### config.mk
export PLATFORM = sky130hd
export DESIGN_NAME = multicycle_sequencer
export DESIGN_NICKNAME = d
export VERILOG_FILES = /design/src/rtl/multicycle_sequencer.sv
export SDC_FILE = /design/constraint.sdc
export NUM_CORES = 1
export LEC_CHECK = 0
export ABC_AREA = 1
export CORE_ASPECT_RATIO = 1.4
export CORE_UTILIZATION = 40
export DETAILED_ROUTE_END_ITERATION = 8
export PLACE_DENSITY = 0.63
export SETUP_SLACK_MARGIN = 0.4
export SLEW_MARGIN = 10
export SYNTH_ARGS = -nofsm -noshare
export SYNTH_HDL_FRONTEND = slang
export SYNTH_SLANG_ARGS = --single-unit
### constraint.sdc
create_clock -name clk -period 3.4 [get_ports clk]
set_clock_uncertainty 0.2 [all_clocks]
set_input_delay 1.02 -clock clk [delete_from_list [all_inputs] [get_ports clk]]
set_output_delay 1.02 -clock clk [all_outputs]
set_load 0.02 [all_outputs]
### src/rtl/multicycle_sequencer.sv
// multicycle_sequencer: RV32I multicycle control FSM with memory handshake, bus timeout, halt and counters
module multicycle_sequencer #(
    parameter int CNT_WIDTH   = 32,
    parameter int MEM_TIMEOUT = 16
) (
    input  logic                 clk,
    input  logic                 rst,
    input  logic                 run,
    input  logic [6:0]           opcode,
    input  logic [2:0]           funct3,
    input  logic                 branch_taken,
    input  logic                 mem_ready,
    output logic                 mem_req,
    output logic                 mem_we,
    output logic                 mem_addr_sel,
    output logic                 ir_load,
    output logic                 reg_we,
    output logic [1:0]           wb_sel,
    output logic                 pc_update,
    output logic [1:0]           pc_sel,
    output logic [2:0]           state,
    output logic                 halted,
    output logic [1:0]           trap_cause,
    output logic [CNT_WIDTH-1:0] cycle_count,
    output logic [CNT_WIDTH-1:0] instret_count
);
    localparam logic [2:0] IDLE = 3'd0, FETCH = 3'd1, DECODE = 3'd2, EXECUTE = 3'd3,
                           MEM = 3'd4, WB = 3'd5, HALT = 3'd6;
    localparam logic [6:0] OP_LUI = 7'b0110111, OP_AUIPC = 7'b0010111, OP_JAL = 7'b1101111,
                           OP_JALR = 7'b1100111, OP_BR = 7'b1100011, OP_LD = 7'b0000011,
                           OP_ST = 7'b0100011, OP_IMM = 7'b0010011, OP_REG = 7'b0110011,
                           OP_SYS = 7'b1110011;
    localparam int WW = $clog2(MEM_TIMEOUT + 2);
    localparam logic [WW-1:0] TO = WW'(MEM_TIMEOUT);

    logic [2:0]           state_q, state_d;
    logic [1:0]           trap_q, trap_d;
    logic [WW-1:0]        wait_q, wait_d;
    logic [CNT_WIDTH-1:0] cyc_q, ins_q;
    logic                 is_br, is_ld, is_st, is_jal, is_jalr, is_ecall, legal, stall, timeout;
    logic [2:0]           retire_to;

    assign is_br     = opcode == OP_BR;
    assign is_ld     = opcode == OP_LD;
    assign is_st     = opcode == OP_ST;
    assign is_jal    = opcode == OP_JAL;
    assign is_jalr   = opcode == OP_JALR;
    assign is_ecall  = opcode == OP_SYS && funct3 == 3'b000;
    assign legal     = opcode inside {OP_LUI, OP_AUIPC, OP_JAL, OP_JALR, OP_BR, OP_LD, OP_ST, OP_IMM, OP_REG};
    assign stall     = mem_req && !mem_ready;
    assign timeout   = MEM_TIMEOUT != 0 && stall && wait_q + WW'(1) == TO;
    // run is only looked at on the way back to FETCH; an in-flight instruction always finishes
    assign retire_to = run ? FETCH : IDLE;

    always_ff @(posedge clk or posedge rst) begin
        if (rst) begin
            state_q <= IDLE;
            trap_q  <= 2'b00;
            wait_q  <= '0;
            cyc_q   <= '0;
            ins_q   <= '0;
        end else begin
            state_q <= state_d;
            trap_q  <= trap_d;
            wait_q  <= wait_d;
            if (state_q != IDLE && state_q != HALT) cyc_q <= cyc_q + CNT_WIDTH'(1);
            if (pc_update) ins_q <= ins_q + CNT_WIDTH'(1);
        end
    end

    always_comb begin
        state_d = state_q;
        wait_d  = stall ? wait_q + WW'(1) : '0;
        trap_d  = state_q == DECODE && is_ecall ? 2'b01 :
                  state_q == DECODE && !legal   ? 2'b10 :
                  timeout                       ? 2'b11 : trap_q;
        case (state_q)
            IDLE:    state_d = run ? FETCH : IDLE;
            FETCH:   state_d = timeout ? HALT : mem_ready ? DECODE : FETCH;
            DECODE:  state_d = (is_ecall || !legal) ? HALT : EXECUTE;
            EXECUTE: state_d = is_br ? retire_to : (is_ld || is_st) ? MEM : WB;
            MEM:     state_d = timeout ? HALT : !mem_ready ? MEM : is_ld ? WB : retire_to;
            WB:      state_d = retire_to;
            HALT:    state_d = HALT;
            default: state_d = IDLE;
        endcase
    end

    always_comb begin
        mem_req      = state_q == FETCH || state_q == MEM;
        mem_we       = state_q == MEM && is_st;
        mem_addr_sel = state_q == MEM;
        ir_load      = state_q == FETCH && mem_ready;
        reg_we       = state_q == WB;
        wb_sel       = state_q != WB ? 2'd0 : is_ld ? 2'd1 : (is_jal || is_jalr) ? 2'd2 : 2'd0;
        pc_update    = (state_q == EXECUTE && is_br) || (state_q == MEM && is_st && mem_ready) || state_q == WB;
        pc_sel       = ((state_q == EXECUTE && is_br && branch_taken) || (state_q == WB && is_jal)) ? 2'd1 :
                       (state_q == WB && is_jalr) ? 2'd2 : 2'd0;
    end

    assign state         = state_q;
    assign halted        = state_q == HALT;
    assign trap_cause    = trap_q;
    assign cycle_count   = cyc_q;
    assign instret_count = ins_q;
endmodule
==> metrics.yaml <==
status: "completed"
core_um2: 11900
ys_async_sr_fraction_pct: 100
routedWlPerCell_um: 13.9
wl_um: 14100
fin_crit_sh_pct: 94.1
synth_most_common_cell: "nand2_1"
yosysSeqAreaShare_pct: 37.5
initial_utilization_pct: 41.4
power_density_nw_per_um2: 453
overflow: 0
synth_warnings: 0
cpPeakStageDelay_ps: 170
vias: 5085
avgSynthCellArea_um2: 6.68
worst-path-buf-inv: 6
synth_cells: 740
drtPass1Iterations: 4
tritoncts: "yes"
syn-num-nets: 759
yosys-top-cells-area: "dfrtp_1 37%, nand2_1 25%, nor2_1 8.3%"
finalCriticalPeriod_ps: 3200
place_area_um2: 6200
cpMaxStageDelayCell: "nor3_4"
crit_path_end_kind: "output port"
antenna_cells: 0
fillCellCount: 1187
worst-endpoint-arrival_ps: 1980
synth_common_cells: "326 x nand2_1, 109 x nor2_1, 74 x dfrtp_1, 49 x inv_1, 28 x nand3b_1"
yosysUniqueCellTypes: 25
slew_headroom_pct: 51.5
crit_top_cell: "buf_6"
power_w: 0.00298
drive_gt1_share_pct: 12.3
cts_buffers: 9
synth_edf_count: 0
cts-root-buf: "clkbuf_16"
vdd_drop_max_v: 0.000449
ys.flop_type: "dfrtp_1"
critical_path_peak_fanout: 3
vias_per_cell: 5.01
antenna_found_initial: 0
clock-sinks: 74
worstPathCellList: "buf_6 -> buf_8 -> inv_16 -> nand2_4 -> nor2_4 -> inv_2 -> buf_6 -> nor3_4 -> buf_6"
max_freq_ghz: 0.313
areaGrowthSynthToFinish_pct: 33.2
grt_pass1_wl_um: 23300
leakage_nw: 3.09
ios: 95
dieHeight_um: 134
ys_ff_latch: 74
synth_top_area_share_pct: 37.5
die_w_um: 95.9
drtAntennaViolNets: 0
grt_pass1_vias: 4929
crit_required_ps: 2180
hpwl_um: 10700
route.detailed.drc: 0
gp_congestion: 0.901
yosysTopAreaCell: "dfrtp_1"
dieArea_um2: 12800
port-buffer-count: 94
setup_viol: 0
drv_slew: 0
grtUsageTotal_pct: 23.5
drtIter0Drc: 239
finalInstanceArea_um2: 6580
start_kind: "primary input"
crit_type: "primary input to output port"
crit_family: "buffers and inverters"
cts_htree_levels: 3
rows: 47
worst_pin_slew_ps: 726
cts.clk_slew.worst_paths_ps: 60
drv_cap: 0
hold_class: "register to register"
grt_max_degree: 43
finalHoldViolCount: 0
max-clock-path-buffers: 2
final_nets: 881
rsz0062_at_grt: "true"
synth.cell_area_um2: 4940
clock_latency_ps: 330
[layout make-up]
cell class / count / area [um2] / share of cell area, %
clock buffer: 11 / 243 / 3.69
timing repair buffer: 123 / 1160 / 17.6
clock inverter: 5 / 53.8 / 0.817
inverter: 57 / 236 / 3.59
tap: 147 / 184 / 2.79
sequential: 74 / 1850 / 28.1
multi-input combinational: 597 / 2860 / 43.4
[registers in the layout, summed over array words and instances (netlist names)]
signal         count
state              3
instret_count     32
cycle_count       32
trap_cause         2
wait_q             5
[report_power, final]
group,internal [W],switching [W]
registers,0.000969,0.000117
clock network,0.000586,0.000373
logic,0.000335,0.000603
total,0.00189,0.00109
[per-layer routing]
| layer | vias up | routed length [um] | share of wire (%) | global-route usage, % |
|---|---|---|---|---|
| met5 | - | 0 | 0 | 0 |
| met4 | 0 | 464 | 3.3 | 10.7 |
| met3 | 29 | 473 | 3.4 | 3.37 |
| met2 | 128 | 7470 | 53 | 42.2 |
| met1 | 2373 | 5690 | 40 | 26.9 |
| li1 | 2555 | - | - | - |
[cell usage in the layout (no fill, tap or decap), types with 3 or more instances in the layout]
cell type / instances
inv_1: 47
xor2_1: 24
dlygate4sd2_1: 3
dfrtp_1: 74
nor2_4: 9
clkdlybuf4s50_1: 75
o21ai_1: 9
buf_4: 28
nor2_2: 11
nand4_1: 27
nand3b_1: 28
a21oi_1: 3
buf_6: 7
buf_2: 4
nor2_1: 106
nand2_2: 10
nand2_1: 324
clkbuf_16: 9
nand3_1: 19
inv_2: 7
xnor2_1: 6
clkinv_2: 3
nor3_1: 6
ha_1: 4
[per-stage QoR]
step	worst slack (ps)	std cells	util [%]	hold slack [ps]	TNS, ps
after detailed placement	-602	990	52.0	309	-3580
after global routing	156	1014	55.1	350	0
after floorplan	339	740	-	278	0
final	201	1014	55.1	316	0
after CTS	228	1012	54.9	317	0
after global placement	-605	990	52.0	294	-3500
[path summary, 6_finish.rpt]
check,startpoint,cells past startpoint,end,slack [ps]
setup / recovery,opcode[3],9,mem_we,200
hold / removal,wait_q[0],1,wait_q[0],320
setup reg to reg,instret_count[0],10,instret_count[28],1340
hold reg to reg,wait_q[0],1,wait_q[0],320
max in group asynchronous,rst,3,cycle_count[0],1410
min in group asynchronous,rst,2,instret_count[29],950
[what timing repair did]
item	4_1_cts	5_1_grt
pin swaps	11	4
hold buffers	0	0
setup endpoints to repair	9	8
hold endpoints to repair	0	0
buffers inserted	6	2
resized for setup	75	10
gates cloned	0	0
[cell families (layout without fill, tap and decap cells)]
| family | count (synthesis) | after routing | synth area share [%] |
|---|---|---|---|
| AND/OR/NAND/NOR | 547 | 547 | 48.6 |
| buffers and inverters | 69 | 196 | 5.95 |
| flip-flops | 74 | 74 | 37.5 |
| adder cells (fa/ha/maj) | 4 | 4 | 1.01 |
| XOR/XNOR | 30 | 30 | 5.32 |
| AO/OA/AOI/OAI | 16 | 16 | 1.65 |
Note: power is estimated with default switching activity, not from simulation.
